**src/rtl/rf_operand_fetch_if.sv**
```systemverilog
// Bundle between decode, the register file read/write ports and the operand consumer.
// The slave side belongs to rf_operand_fetch; master is the surrounding pipeline.
interface rf_operand_fetch_if #(
    parameter int REG_WIDTH = 32,
    parameter int REG_DEPTH = 32
);
    localparam int AW = $clog2(REG_DEPTH);

    logic                 i_ReqValid;
    logic                 o_ReqReady;
    logic [AW-1:0]        i_Rs1;
    logic [AW-1:0]        i_Rs2;
    logic [AW-1:0]        i_Rd;
    logic                 i_RdWrite;
    logic [AW-1:0]        o_Addr1;
    logic [AW-1:0]        o_Addr2;
    logic [REG_WIDTH-1:0] i_RD1;
    logic [REG_WIDTH-1:0] i_RD2;
    logic                 i_WbValid;
    logic [AW-1:0]        i_WbAddr;
    logic [REG_WIDTH-1:0] i_WbData;
    logic                 i_Flush;
    logic                 o_OpValid;
    logic                 i_OpReady;
    logic [REG_WIDTH-1:0] o_Op1;
    logic [REG_WIDTH-1:0] o_Op2;
    logic [AW-1:0]        o_Rd;
    logic                 o_Busy;

    modport master (
        output i_ReqValid, i_Rs1, i_Rs2, i_Rd, i_RdWrite,
        output i_RD1, i_RD2, i_WbValid, i_WbAddr, i_WbData, i_Flush, i_OpReady,
        input  o_ReqReady, o_Addr1, o_Addr2, o_OpValid, o_Op1, o_Op2, o_Rd, o_Busy
    );

    modport slave (
        input  i_ReqValid, i_Rs1, i_Rs2, i_Rd, i_RdWrite,
        input  i_RD1, i_RD2, i_WbValid, i_WbAddr, i_WbData, i_Flush, i_OpReady,
        output o_ReqReady, o_Addr1, o_Addr2, o_OpValid, o_Op1, o_Op2, o_Rd, o_Busy
    );
endinterface

```
**src/rtl/rf_operand_fetch.sv**
```systemverilog
// Operand fetch: scoreboard-checked register reads with same-edge writeback bypass,
// one request in flight, operands held on a valid/ready handshake.
module rf_operand_fetch #(
    parameter int REG_WIDTH = 32,
    parameter int REG_DEPTH = 32
) (
    input  logic                i_Clk,
    input  logic                i_Rst_n,
    rf_operand_fetch_if.slave   bus
);
    localparam int AW = $clog2(REG_DEPTH);

    localparam logic [1:0] IDLE  = 2'd0;
    localparam logic [1:0] CHECK = 2'd1;
    localparam logic [1:0] READ  = 2'd2;
    localparam logic [1:0] HOLD  = 2'd3;

    typedef struct packed {
        logic [AW-1:0] rs1;
        logic [AW-1:0] rs2;
        logic [AW-1:0] rd;
        logic          rd_write;
    } req_t;

    logic [1:0]           state, state_nxt;
    req_t                 req;
    logic [REG_DEPTH-1:0] sb, sb_nxt;
    logic                 hit1, hit2;
    logic [REG_WIDTH-1:0] wb_data;
    logic [REG_WIDTH-1:0] op1, op2;
    logic [AW-1:0]        op_rd;

    logic                 accept, go_read, rd_tracked, wb_live;
    logic                 haz1, haz2, hazd, hazard;
    logic [REG_WIDTH-1:0] op1_sel, op2_sel;

    assign wb_live    = bus.i_WbValid && (bus.i_WbAddr != '0);
    assign rd_tracked = req.rd_write && (req.rd != '0);

    // A writeback landing on the check edge resolves the hazard it would have caused.
    assign haz1 = (req.rs1 != '0) && sb[req.rs1] && !(bus.i_WbValid && bus.i_WbAddr == req.rs1);
    assign haz2 = (req.rs2 != '0) && sb[req.rs2] && !(bus.i_WbValid && bus.i_WbAddr == req.rs2);
    assign hazd = rd_tracked && sb[req.rd] && !(bus.i_WbValid && bus.i_WbAddr == req.rd);
    assign hazard = haz1 || haz2 || hazd;

    assign accept  = (state == IDLE) && bus.i_ReqValid && !bus.i_Flush;
    assign go_read = (state == CHECK) && !hazard && !bus.i_Flush;

    always_comb begin
        state_nxt = state;
        if (bus.i_Flush) begin
            state_nxt = IDLE;
        end else begin
            case (state)
                IDLE:    if (bus.i_ReqValid) state_nxt = CHECK;
                CHECK:   if (!hazard) state_nxt = READ;
                READ:    state_nxt = HOLD;
                HOLD:    if (bus.i_OpReady) state_nxt = IDLE;
                default: state_nxt = IDLE;
            endcase
        end
    end

    // Ordering matters: set after clears so a new claim beats a retiring write.
    always_comb begin
        sb_nxt = sb;
        if (wb_live) sb_nxt[bus.i_WbAddr] = 1'b0;
        if (bus.i_Flush && (state == READ || state == HOLD) && rd_tracked) sb_nxt[req.rd] = 1'b0;
        if (go_read && rd_tracked) sb_nxt[req.rd] = 1'b1;
        sb_nxt[0] = 1'b0;
    end

    assign op1_sel = (req.rs1 == '0) ? '0 : (hit1 ? wb_data : bus.i_RD1);
    assign op2_sel = (req.rs2 == '0) ? '0 : (hit2 ? wb_data : bus.i_RD2);

    always_ff @(posedge i_Clk or negedge i_Rst_n) begin
        if (!i_Rst_n) begin
            state   <= IDLE;
            req     <= '0;
            sb      <= '0;
            hit1    <= 1'b0;
            hit2    <= 1'b0;
            wb_data <= '0;
            op1     <= '0;
            op2     <= '0;
            op_rd   <= '0;
        end else begin
            state <= state_nxt;
            sb    <= sb_nxt;
            if (accept) req <= {bus.i_Rs1, bus.i_Rs2, bus.i_Rd, bus.i_RdWrite};
            // The file returns pre-write data for a write on the read edge; remember it here.
            if (go_read) begin
                hit1    <= bus.i_WbValid && (bus.i_WbAddr == req.rs1);
                hit2    <= bus.i_WbValid && (bus.i_WbAddr == req.rs2);
                wb_data <= bus.i_WbData;
            end
            if (state == READ && !bus.i_Flush) begin
                op1   <= op1_sel;
                op2   <= op2_sel;
                op_rd <= req.rd;
            end
        end
    end

    assign bus.o_ReqReady = (state == IDLE);
    assign bus.o_OpValid  = (state == HOLD);
    assign bus.o_Addr1    = req.rs1;
    assign bus.o_Addr2    = req.rs2;
    assign bus.o_Op1      = op1;
    assign bus.o_Op2      = op2;
    assign bus.o_Rd       = op_rd;
    assign bus.o_Busy     = |sb;
endmodule
```
**src/flat_wrapper.sv**
```systemverilog
// flat-port wrapper written by rule: the top's interface ports become plain ports
module rf_operand_fetch_flat 
#(
    parameter int REG_WIDTH = 32,
    parameter int REG_DEPTH = 32
)
  (i_Clk, i_Rst_n, bus_i_ReqValid, bus_i_Rs1, bus_i_Rs2, bus_i_Rd, bus_i_RdWrite, bus_i_RD1, bus_i_RD2, bus_i_WbValid, bus_i_WbAddr, bus_i_WbData, bus_i_Flush, bus_i_OpReady, bus_o_ReqReady, bus_o_Addr1, bus_o_Addr2, bus_o_OpValid, bus_o_Op1, bus_o_Op2, bus_o_Rd, bus_o_Busy);
  rf_operand_fetch_if #(.REG_WIDTH(REG_WIDTH), .REG_DEPTH(REG_DEPTH)) bus_i ();
  input  logic i_Clk;
  input  logic i_Rst_n;
  input wire logic [$bits(bus_i.i_ReqValid)-1:0] bus_i_ReqValid;
  input wire logic [$bits(bus_i.i_Rs1)-1:0] bus_i_Rs1;
  input wire logic [$bits(bus_i.i_Rs2)-1:0] bus_i_Rs2;
  input wire logic [$bits(bus_i.i_Rd)-1:0] bus_i_Rd;
  input wire logic [$bits(bus_i.i_RdWrite)-1:0] bus_i_RdWrite;
  input wire logic [$bits(bus_i.i_RD1)-1:0] bus_i_RD1;
  input wire logic [$bits(bus_i.i_RD2)-1:0] bus_i_RD2;
  input wire logic [$bits(bus_i.i_WbValid)-1:0] bus_i_WbValid;
  input wire logic [$bits(bus_i.i_WbAddr)-1:0] bus_i_WbAddr;
  input wire logic [$bits(bus_i.i_WbData)-1:0] bus_i_WbData;
  input wire logic [$bits(bus_i.i_Flush)-1:0] bus_i_Flush;
  input wire logic [$bits(bus_i.i_OpReady)-1:0] bus_i_OpReady;
  output wire logic [$bits(bus_i.o_ReqReady)-1:0] bus_o_ReqReady;
  output wire logic [$bits(bus_i.o_Addr1)-1:0] bus_o_Addr1;
  output wire logic [$bits(bus_i.o_Addr2)-1:0] bus_o_Addr2;
  output wire logic [$bits(bus_i.o_OpValid)-1:0] bus_o_OpValid;
  output wire logic [$bits(bus_i.o_Op1)-1:0] bus_o_Op1;
  output wire logic [$bits(bus_i.o_Op2)-1:0] bus_o_Op2;
  output wire logic [$bits(bus_i.o_Rd)-1:0] bus_o_Rd;
  output wire logic [$bits(bus_i.o_Busy)-1:0] bus_o_Busy;
  assign bus_i.i_ReqValid = bus_i_ReqValid;
  assign bus_i.i_Rs1 = bus_i_Rs1;
  assign bus_i.i_Rs2 = bus_i_Rs2;
  assign bus_i.i_Rd = bus_i_Rd;
  assign bus_i.i_RdWrite = bus_i_RdWrite;
  assign bus_i.i_RD1 = bus_i_RD1;
  assign bus_i.i_RD2 = bus_i_RD2;
  assign bus_i.i_WbValid = bus_i_WbValid;
  assign bus_i.i_WbAddr = bus_i_WbAddr;
  assign bus_i.i_WbData = bus_i_WbData;
  assign bus_i.i_Flush = bus_i_Flush;
  assign bus_i.i_OpReady = bus_i_OpReady;
  assign bus_o_ReqReady = bus_i.o_ReqReady;
  assign bus_o_Addr1 = bus_i.o_Addr1;
  assign bus_o_Addr2 = bus_i.o_Addr2;
  assign bus_o_OpValid = bus_i.o_OpValid;
  assign bus_o_Op1 = bus_i.o_Op1;
  assign bus_o_Op2 = bus_i.o_Op2;
  assign bus_o_Rd = bus_i.o_Rd;
  assign bus_o_Busy = bus_i.o_Busy;
  rf_operand_fetch #(.REG_WIDTH(REG_WIDTH), .REG_DEPTH(REG_DEPTH)) u_core (.i_Clk(i_Clk), .i_Rst_n(i_Rst_n), .bus(bus_i));
endmodule
```
**config.mk**
```make
export PLATFORM = sky130hd
export DESIGN_NAME = rf_operand_fetch_flat
export DESIGN_NICKNAME = d
export VERILOG_FILES = /design/src/rtl/rf_operand_fetch_if.sv /design/src/rtl/rf_operand_fetch.sv /design/src/flat_wrapper.sv
export SDC_FILE = /design/constraint.sdc
export NUM_CORES = 1
export LEC_CHECK = 0
export ABC_AREA = 1
export CORE_MARGIN = 10
export CORE_UTILIZATION = 35
export CTS_CLUSTER_DIAMETER = 30
export DETAILED_ROUTE_END_ITERATION = 10
export GPL_TIMING_DRIVEN = 0
export PLACE_DENSITY_LB_ADDON = 0.3
export RECOVER_POWER = 50
export SKIP_CTS_REPAIR_TIMING = 1
export SLEW_MARGIN = 5
export SYNTH_ARGS = -nofsm -noshare
export SYNTH_HDL_FRONTEND = slang
export SYNTH_SLANG_ARGS = --single-unit
```
**constraint.sdc**
```tcl
create_clock -name i_Clk -period 1.99 [get_ports i_Clk]
set_input_delay 0.597 -clock i_Clk [delete_from_list [all_inputs] [get_ports i_Clk]]
set_output_delay 0.597 -clock i_Clk [all_outputs]
set_load 0.02 [all_outputs]
```
==> results.cfg <==
[clocking]
clock_tree.buffer_depth = 2
tritoncts = done
cts-buffers-inserted = 17
worst_skew_pair.late_latency_ns = 0.43
ctsHtreeMaxLevel = 4
cts.reportedPaths.clkPinSlew_ns = 0.08
cts_sinks = 152
clockRootBuffer = sky130_fd_sc_hd__clkbuf_16

[critical_path]
path_max_fanout = 3
arrival_time_at_the_worst_endpoint_ns = 1.97
worst-path-buf-inv = 1
kind_of_cell_adding_the_most_delay_to_the_critical_path = simple AND/OR/NAND/NOR gates
worstPathCellList = nor4_4, nand4_1, nor3_2, nand4_1, buf_2
worstRegToRegCells = 19
critical_path.startpoint_type = flip-flop
slowest_stage = sky130_fd_sc_hd__dfrtp_1
worst_ep_required_time_ns = 1.39
rr_startpoint = u_core.req[1]$_DFFE_PN0P_
cp-end-kind = output port
crit_path_frequent_cell = sky130_fd_sc_hd__nand4_1
path_class = reg2out
biggest_cell_delay_along_the_critical_path_ns = 0.44
levels_on_crit_path = 5
critical_path_source = u_core.sb[24]$_DFF_PN0_

[detailed_routing]
drt-wirelength-per-cell_um = 21.0
detail_route.iter0.violations = 1028
finalWirelength_mm = 37.7
routed_via_density = 5.42
via_count = 9722
drt_pass1_iterations = 7
route.detailed.drc = 0
route.antenna.remaining_nets = 0

[finish]
layout.cells.most_common_list = 337 x sky130_fd_sc_hd__nand2_1, 143 x sky130_fd_sc_hd__dfrtp_1, 114 x sky130_fd_sc_hd__clkdlybuf4s50_1
final_layout_size_suffix_gt1_share_pct = 15.9
multiInputGateArea_um2 = 4400
ff_latch_area_um2 = 3810
layout_commonest_cell = sky130_fd_sc_hd__nand2_1
insertedDiodeCount = 0
final_nets = 1585
area_growth_syn_to_layout_pct = 48.1
final.fill_count = 2310

[sta]
max_freq_mhz = 390
finalCritPeriodShare_pct = 129
grt_setup_unrepaired = yes
slew_headroom_pct = 19.1
worstMarginPinSlew_ns = 1.21
fin_setup_tns_ns = -18.50
final-max-slew-violation-count = 0
fin_crit_ns = 2.56
setup_slack_after_layout_ns = -0.572
hold_violations = 0
final_clock_skew_ns = 0.0158
number_of_setup_violations_in_the_final_report = 66

[synth]
post_synth_net_total = 1331
syn_area_um2 = 8720
yosys_register_bits = 152
yosysWarningCount = 0
synthCells = 1204
synth_seq_area_share_pct = 43.6
yosys.cell_types.count = 29
synth_area_per_cell_um2 = 7.24

[placement]
place_congestion = 1.02
dp.final_hpwl_mm = 27.2
dp_worst_setup_slack_ns = -1.09
numPortBuffers = 202

[outcome]
violations = setup timing
run_status = finished, violations left

[pwr]
p_leak_nw = 6.72
power.switching_mw = 10.3
power_per_cell_area_nw_per_um2 = 1720
worst_ir_drop_vdd_mv = 0.896
power.switching_fraction_pct = 46.2
power.share.sequential_pct = 25.1
pwr-share-clk_pct = 14.5
share_comb_of_total_power_pct = 60.4
totalPowerFinal_mw = 22.3
power.internal_mw = 12.0

[grt]
grt_pass1_vias = 9105
track_usage_pct = 22.1
grt_max_degree = 107
initial_antenna_violation_count = 0
grt_first_pass_wirelength_mm = 54.2
overflow = 0

[die]
core_region_area_um2 = 24400
floorplan.die.width_um = 178
fp-row-count = 57
design.portCount = 205
start_util_pct = 35.8
dieArea_um2 = 31600
dieHeight_um = 178

[flow_run]
maxCapViolCount = 0

[min_path]
holdCritPathClass = in2async
[path summary, 6_finish.rpt]
path	to	slack, ns
min	u_core.bus.o_Op1[5]$_DFFE_PN0P_	0.41
min in group i_Clk	u_core.wb_data[19]$_DFFE_PN0P_	0.47
max reg2reg	u_core.sb[3]$_DFF_PN0_	-0.33
max in group asynchronous	u_core.bus.o_Addr2[1]$_DFFE_PN0P_	0.32
max	bus_o_Busy	-0.57
min reg2reg	u_core.wb_data[19]$_DFFE_PN0P_	0.47
[layer usage]
metal  share of wire [%]  wire (um)  global-route usage, %  vias up
li1                    -          -                      -     4493
met1                  43      16400                   29.3     4627
met2                  45      17100                   34.8      529
met3                 8.5       3190                   5.25       73
met4                 2.6        992                   6.88        0
met5                   0          0                      0        -
[power groups by stage]
stage / Sequential (mW) / Clock (mW) / Combinational [mW]
after global placement: 5.47 / 0 / 10.3
after global routing: 5.71 / 3.40 / 14.4
after floorplan: 5.99 / 0 / 5.58
final: 5.58 / 3.22 / 13.4
after CTS: 5.44 / 3.26 / 10.4
after detailed placement: 5.47 / 0 / 10.3
[state kept, by name (all words and copies together) (netlist names), 2 cells and up]
signal / count
u_core.bus.o_Op2: 32
u_core.bus.o_Addr2: 5
u_core.sb: 31
u_core.bus.o_Op1: 32
u_core.state: 2
u_core.wb_data: 32
u_core.req: 6
u_core.bus.o_Rd: 5
u_core.bus.o_Addr1: 5
[Yosys cell counts, drive strengths merged]
cell	number	area (um2)
nor3	20	100
o32ai	1	8.76
ha	4	50.1
nand3	81	405
xnor2	2	17.5
o21ai	69	345
a21boi	1	7.51
dfrtp	152	3800
nand2	387	1460
o211ai	83	623
nor2	78	300
inv	116	435
nand3b	2	15.0
clkinv	1	3.75
nor4	5	31.3
mux2	2	22.5
nand4	36	225
a21oi	69	345
a221o	4	40.0
o22ai	4	25.0
clkbuf	36	135
buf	50	318
xor2	1	8.76
[cells by family after synthesis]
kind of cell | synth area share (%)
AND/OR/NAND/NOR | 29.0
AO/OA/AOI/OAI | 16.0
buffers and inverters | 10.2
flip-flops | 43.6
adder cells (fa/ha/maj) | 0.574
XOR/XNOR | 0.301
multiplexers | 0.258
[layout make-up]
class / instances / area share (%)
Buffer: 86 / 4.68
Clock buffer: 19 / 3.51
Clock inverter: 13 / 0.988
Inverter: 117 / 3.48
Multi-Input combinational cell: 850 / 34.0
Sequential cell: 152 / 29.5
Tap cell: 324 / 3.14
Timing Repair Buffer: 234 / 20.6
[worst reg2reg max path: cells and delay by family, from the launching register on]
kind	cells	cell delay (ns)
simple gates	12	0.94
buf+inv	7	0.89
flops	1	0.44
[per-stage QoR]
stage               std cells  hold slack [ns]  cell area, um2  utilization (%)
floorplan                1204            0.301            8720                -
global placement         1730            0.454           11100             45.7
detailed placement       1731            0.459           11200             45.8
CTS                      1763           0.0637           11800             48.2
global route             1795            0.490           12900             53.0
finish                   1795            0.406           12900             53.0
Power figures use the tool's default switching activity.
